File: src/rtl/uart_tx_arbiter.sv
// Packet-granular round-robin arbiter sharing one UART transmitter among NREQ byte streams.
// Latency: grant 1 cycle after req_valid in IDLE; tx_start/tx_data 1 cycle after a valid/ready transfer.
// Backpressure: req_ready only to the owner, only while tx_busy is low; one byte in flight, no buffering.
module uart_tx_arbiter #(
    parameter int NREQ         = 2,
    parameter int HOLD_TIMEOUT = 1024,
    parameter int ACK_TIMEOUT  = 4
) (
    input  logic                 clk,
    input  logic                 resetn,
    input  logic [NREQ-1:0]      req_valid,
    input  logic [8*NREQ-1:0]    req_data,
    input  logic [NREQ-1:0]      req_last,
    output logic [NREQ-1:0]      req_ready,
    output logic [NREQ-1:0]      grant,
    output logic [7:0]           tx_data,
    output logic                 tx_start,
    input  logic                 tx_busy,
    output logic                 ack_err
);

    localparam int OW = (NREQ > 1) ? $clog2(NREQ) : 1;
    localparam int HW = $clog2(HOLD_TIMEOUT + 1);
    localparam int AW = $clog2(ACK_TIMEOUT + 1);

    typedef enum logic [1:0] {IDLE, ISSUE, WAIT_ACK, WAIT_DONE} state_t;

    state_t          state;
    logic [OW-1:0]   owner;
    logic [OW-1:0]   last_owner;
    logic [OW-1:0]   pick;
    logic [OW:0]     rr_idx;
    logic [HW-1:0]   hold_cnt;
    logic [AW-1:0]   ack_cnt;
    logic            last_q;
    logic            own_valid;
    logic [7:0]      own_data;

    assign own_valid = req_valid[owner];
    assign own_data  = req_data[{owner, 3'b000} +: 8];

    // Walk offsets from farthest to nearest so the requester just after last_owner wins.
    always_comb begin
        pick   = last_owner;
        rr_idx = '0;
        for (int i = NREQ; i >= 1; i--) begin
            rr_idx = {1'b0, last_owner} + (OW+1)'(i);
            if (rr_idx >= (OW+1)'(NREQ))
                rr_idx = rr_idx - (OW+1)'(NREQ);
            if (req_valid[rr_idx[OW-1:0]])
                pick = rr_idx[OW-1:0];
        end
    end

    always_comb begin
        req_ready = '0;
        if (state == ISSUE)
            req_ready[owner] = req_valid[owner] & ~tx_busy;
    end

    always_ff @(posedge clk or negedge resetn) begin
        if (!resetn) begin
            state      <= IDLE;
            grant      <= '0;
            owner      <= '0;
            last_owner <= OW'(NREQ - 1);
            hold_cnt   <= '0;
            ack_cnt    <= '0;
            last_q     <= 1'b0;
            tx_data    <= '0;
            tx_start   <= 1'b0;
            ack_err    <= 1'b0;
        end else begin
            tx_start <= 1'b0;
            case (state)
                IDLE: begin
                    if (|req_valid) begin
                        owner    <= pick;
                        grant    <= NREQ'(1) << pick;
                        hold_cnt <= '0;
                        state    <= ISSUE;
                    end
                end
                ISSUE: begin
                    if (own_valid && !tx_busy) begin
                        tx_data  <= own_data;
                        tx_start <= 1'b1;
                        last_q   <= req_last[owner];
                        hold_cnt <= '0;
                        ack_cnt  <= '0;
                        state    <= WAIT_ACK;
                    end else if (!own_valid) begin
                        if (hold_cnt == HW'(HOLD_TIMEOUT - 1)) begin
                            last_owner <= owner;
                            grant      <= '0;
                            hold_cnt   <= '0;
                            state      <= IDLE;
                        end else begin
                            hold_cnt <= hold_cnt + 1'b1;
                        end
                    end
                end
                WAIT_ACK: begin
                    if (tx_busy) begin
                        state <= WAIT_DONE;
                    end else if (ack_cnt == AW'(ACK_TIMEOUT - 1)) begin
                        // The UART never acknowledged; flag it and treat the byte as sent.
                        ack_err <= 1'b1;
                        if (last_q) begin
                            last_owner <= owner;
                            grant      <= '0;
                            state      <= IDLE;
                        end else begin
                            state <= ISSUE;
                        end
                    end else begin
                        ack_cnt <= ack_cnt + 1'b1;
                    end
                end
                WAIT_DONE: begin
                    if (!tx_busy) begin
                        if (last_q) begin
                            last_owner <= owner;
                            grant      <= '0;
                            state      <= IDLE;
                        end else begin
                            state <= ISSUE;
                        end
                    end
                end
                default: state <= IDLE;
            endcase
        end
    end

endmodule

File: config.mk
export PLATFORM = sky130hd
export DESIGN_NAME = uart_tx_arbiter
export DESIGN_NICKNAME = d
export VERILOG_FILES = /design/src/rtl/uart_tx_arbiter.sv
export SDC_FILE = /design/constraint.sdc
export NUM_CORES = 1
export LEC_CHECK = 0
export CORE_MARGIN = 3
export CORE_UTILIZATION = 60
export DETAILED_ROUTE_END_ITERATION = 6
export DONT_BUFFER_PORTS = 1
export PLACE_DENSITY_LB_ADDON = 0.05
export SLEW_MARGIN = 20
export SYNTH_ARGS = -nofsm -noshare
export SYNTH_HDL_FRONTEND = slang
export SYNTH_SLANG_ARGS = --single-unit
export TNS_END_PERCENT = 100
File: constraint.sdc
create_clock -name clk -period 4.9 [get_ports clk]
set_clock_uncertainty 0.1 [all_clocks]
set_input_delay 1.225 -clock clk [delete_from_list [all_inputs] [get_ports clk]]
set_output_delay 1.225 -clock clk [all_outputs]
set_load 0.02 [all_outputs]
## Word level (Yosys, flattened, before mapping)

Index checks and enable logic that the tools add are counted.

| word-level totals | value |
|---|---|
| register bits after elaboration | 31 |
| bits in latches | 0 |
| RAM bits | 0 |
| memory bits (read-only) | 0 |
| input port bits | 23 |
| output and inout port bits | 14 |
| memories kept | 0 |

| operators by class | value |
|---|---|
| add/subtract/negate cells | 6 |
| multipliers | 0 |
| divide/modulo/power cells | 0 |
| magnitude comparators | 6 |
| equality and inequality tests | 17 |
| shifts and indexed selects | 2 |
| muxes and demuxes | 50 |
| bitwise gates (word level) | 3 |
| reductions and logical operators | 16 |

Operator list:

| cell | number |
|---|---|
| two-way mux 11 bit | 4 |
| two-way mux 2 bit | 14 |
| two-way mux 1 bit | 23 |
| case mux 11 bit (2 select lines) | 1 |
| case mux 2 bit (4 select lines) | 2 |
| indexed part select 16 x 5 -> 8 bit | 1 |
| inequality test 2 bit (second input constant) | 7 |
| AND reduction 7 bit | 2 |
| adder 11 x 1 -> 11 bit (second input constant) | 1 |
| equality test 11 x 10 -> 1 bit (second input constant) | 1 |
| two-way mux 3 bit | 3 |
| less-than comparator 1 x 2 -> 1 bit (second input constant) | 3 |
| case mux 3 bit (2 select lines) | 1 |
| AND reduction 3 bit | 2 |
| AND reduction 5 bit | 1 |
| equality test 2 bit (second input constant) | 2 |
| >= comparator 2 bit (second input constant) | 2 |
| inequality test 2 x 1 -> 1 bit (second input constant) | 2 |
| AND reduction 2 bit | 2 |
| AND reduction 4 bit | 1 |
| nonzero test 2 bit | 2 |
| adder 3 x 1 -> 3 bit (second input constant) | 1 |
| equality test 3 x 2 -> 1 bit (second input constant) | 1 |
| inequality test 3 x 1 -> 1 bit (second input constant) | 1 |
| 18 further kinds | 20 |

## Longest topological paths before layout

| depth | value |
|---|---|
| depth after elaboration | 10 |
| depth in mapped cells | 7 |
| gate-level depth less buffers | 6 |

## Least setup slack after synthesis

No wires, ideal clock.

| timing path | value |
|---|---|
| path kind | input port to output port |
| from | input tx_busy |
| to | output req_ready[1] |
| arrival time | 2.210 ns |
| required time | 3.575 ns |
| path slack | 1.365 ns |
| cell stages on the path | 4 |
| buffers on the path | 2 |
| cell sequence | clkbuf_1 > nor3_1 > clkbuf_1 > and2_1 |

| on the way | value |
|---|---|
| cells in the longest elaborated chain, start to end | 4 |

RTL lines:

| element | line | text |
|---|---|---|
| start, declared | 18 | `input logic tx_busy,` |
| inverter 1 bit (no source line) | -- |  |
| AND 1 bit | 58 | `req_ready[owner] = req_valid[owner] & ~tx_busy;` |
| AND 2 bit (no source line) | -- |  |
| two-way mux 2 bit | 57 | `if (state == ISSUE)` |
| end, declared | 14 | `output logic [NREQ-1:0] req_ready,` |

Every way passes these cells.

## Worst setup path in the final report

| timing path | value |
|---|---|
| from | register owner |
| to | output req_ready[0] |

| on the way | value |
|---|---|
| cells in the longest elaborated chain, start to end | 6 |
| elaborated cells between the ends (all ways) | 10 |
| classes of those cells | 2 x order compare; 5 x mux; 2 x bitwise; 1 x reduce/logical |

RTL lines:

| element | line | text |
|---|---|---|
| start, declared | 29 | `logic [OW-1:0] owner;` |
| start signal, assigned | 78 | `owner <= pick;` |
| less-than comparator 1 x 2 -> 1 bit (not written as such) / >= comparator 1 bit (equally long branches) | 58 |  |
| logical AND 1 bit (not written as such) | 58 |  |
| two-way mux 1 bit (not written as such) | 58 |  |
| demux 1 bit (select 1 bit) | 58 |  |
| AND 2 bit (no source line) * | -- |  |
| two-way mux 2 bit * | 57 |  |

Every way passes the cells marked *; elsewhere a longest branch is shown, timed or not. The select of a mux whose other input is x is not followed.

==> results.tsv <==
stage	metric	value	unit
run_status	outcome	finished clean	
yosys	synth.mux.area_fraction	9.884	%
clocking	post-cts-setup-buffers	0	
clocking	cts_resized	0	
timing	max_slew_margin	38.53	%
yosys	ys_seq_area_share	47.95	%
setup_path	end_kind	primary output	
route	drtIter0Drc	87	
floorplan	core	2522	um2
grt	grt_first_pass_wirelength	5582	um
route	viasPerCell	6.546	
finish	design_area	1697	um2
route	firstDrtPassIters	4	
placement	dp_hpwl	2312	um
flow_run	cap_violations	0	
floorplan	die_area	3360	um2
setup_path	critPathKind	flip-flop to primary output	
floorplan	die_w	57.97	um
route	detail_route.drc_violations	0	
yosys	synth_top_family_by_area	compound AO/OA/AOI/OAI gates	
power	p_leak	0.7205	nW
floorplan	core.rowCount	18	
clocking	cts_buffers	5	
route	wire_per_inst	16.51	um
finish	layout_common_cells	30 x dfrtp_1, 18 x a21oi_1, 14 x nor2_1	
floorplan	die_h	57.97	um
power	switchingPower	0.3903	mW
power	comb_power_share	31.8	%
placement	gp_congestion	0.9330	
power	seqPwrFrac	50.3	%
clocking	htreeDepth	2	
route	vias	1283	
yosys	ys_ff_latch	31	
yosys	syn_area_per_cell	9.761	um2
placement	place_area	1628	um2
grt	antenna_found_initial	0	
yosys	synthSimpleGateAreaFrac	17.92	%
finish	diodes	0	
yosys	syn-instance-count	166	
power	intPower	0.5500	mW
clocking	clk_latency	0.32	ns
power	clock_power_share	17.9	%
clocking	clockRootBuffer	clkbuf_4	
power	peakVddDrop	0.4516	mV
timing	fin_crit	3.446	ns
finish	final_common_cell	dfrtp_1	
floorplan	start_util	64.24	%
finish	fillers	202	
power	p_sw_share	41.51	%
setup_path	critPathLaunchType	flip-flop	
timing	tightest_slew	0.9136	ns
timing	whs	0.4190	ns
yosys	synth_compound_area_share	17.92	%
grt	grt_usage	21.81	%
timing	max_freq	290.2	MHz
timing	setup_viol	0	
clocking	cts_buffer_depth	2	
power	power.density	554.2	nW/um2
yosys	synthAdderAreaFrac	2.317	%
placement	io_buffers	0	
yosys	synth-xor-area-share	0	%
timing	rsz0062_at_grt	no	
setup_path	critPathRequiredTime	3.58	ns
clocking	holdBufCountCts	0	
grt	grt_pass1_vias	1274	
grt	overflow	0	
timing	tns	0	ns
finish	drive_gt1_share	9.639	%
finish	nNetsFinal	191	
setup_path	crit_fanout	15	
worst_hold_path	hold_class	flip-flop to flip-flop	
clocking	cts.sinks	31	
timing	hold_violations	0	
finish	area_growth	4.711	%
setup_path	cp.arrival	2.12	ns
yosys	yosysWarnings	0	
timing	slew_viol_final	0	
floorplan	io_pins	37	
route	ant_nets	0	
route	postRouteWirelength	3235	um
finish	fin_util	67.26	%
yosys	syn_nets	192	
grt	grt_max_degree	32	
timing	period_share	70.32	%
clocking	cts_tree	yes	
clocking	path_clk_slew	0.09	ns
yosys	netlist_area	1620	um2
yosys	yosysUniqueCellTypes	35	
-- final timing paths --
path / start / to / slack, ns / cells after the start
setup / recovery: owner / req_ready[0] / 1.45 / 2
hold / removal: ack_cnt[1] / ack_cnt[1] / 0.42 / 1
setup reg to reg: owner / hold_cnt[0] / 2.20 / 4
hold reg to reg: ack_cnt[1] / ack_cnt[1] / 0.42 / 1
max in group asynchronous: resetn / last_owner / 4.04 / 0
min in group asynchronous: resetn / grant[1] / 0.48 / 0
-- final cells by class --
class,count,area [um2],share of cell area (%)
Clock buffer,8,68.82,4.056
Inverter,6,22.52,1.327
Multi-Input combinational cell,120,783.3,46.17
Sequential cell,31,777.0,45.80
Tap cell,30,37.54,2.212
Timing Repair Buffer,1,7.507,0.4425
-- sequential cells by signal, indices dropped and copies added (netlist names) --
signal      flops
tx_start        1
last_q          1
state           2
ack_cnt         3
owner           1
grant           2
tx_data         8
last_owner      1
ack_err         1
hold_cnt       11
-- power by group through the flow --
stage	registers (mW)	logic [mW]	clock network, mW
3_3_place_gp	0.475	0.284	0
2_1_floorplan	0.425	0.296	0
6_report	0.473	0.299	0.168
4_1_cts	0.474	0.298	0.174
5_1_grt	0.487	0.340	0.186
3_5_place_dp	0.479	0.297	0
-- cells by family (layout without fill, tap and decap cells) --
kind of cell | count (synthesis) | count (layout)
compound gates | 45 | 45
flops | 31 | 31
fa+ha+maj | 3 | 3
simple gates | 57 | 57
mux | 15 | 15
buf+inv | 15 | 15
-- stage by stage --
| stage | power (mW) | cells | setup slack (ns) |
|---|---|---|---|
| floorplan | 0.7215 | 166 | 1.365 |
| global placement | 0.7588 | 188 | 1.551 |
| detailed placement | 0.7762 | 188 | 1.518 |
| CTS | 0.9455 | 196 | 1.447 |
| global route | 1.013 | 196 | 1.262 |
| finish | 0.9403 | 196 | 1.454 |
-- cells in the mapped netlist, drive strengths merged --
library cell / instances / area, um2
a21oi: 18 / 90.09
a221o: 3 / 30.03
a22o: 2 / 17.52
a311o: 1 / 10.01
a31oi: 2 / 12.51
a32o: 2 / 20.02
a41oi: 1 / 8.760
and2: 1 / 6.260
buf: 2 / 16.26
clkbuf: 7 / 26.28
dfrtp: 30 / 750.7
dfstp: 1 / 26.28
ha: 3 / 37.54
inv: 6 / 22.52
mux2: 5 / 60.05
mux2i: 10 / 100.1
nand2: 8 / 30.03
nand2b: 5 / 31.28
nand3: 5 / 25.02
nand4: 1 / 6.260
nand4b: 1 / 8.760
nor2: 14 / 52.55
nor2b: 2 / 12.51
nor3: 10 / 50.05
nor4: 4 / 25.02
o21a: 2 / 15.01
o21ai: 8 / 40.04
o21bai: 1 / 7.510
o221ai: 1 / 8.760
o31ai: 4 / 30.03
or2: 1 / 6.260
or3: 1 / 6.260
or4: 4 / 30.03
-- layer usage --
layer  share of wire (%)  GRT usage, %  routed length, um
met3                 6.8         7.127                220
met5                   0             0                  0
met1                  42         27.34               1355
met2                  50         35.65               1623
met4                 1.1         7.285                 36
-- worst max-delay path, cell delays in order (launching register included) --
cell and delay [ns]:
dfrtp_1 0.79, mux2i_1 0.26, nor4_1 0.74
(Power assumes the default switching activity.)
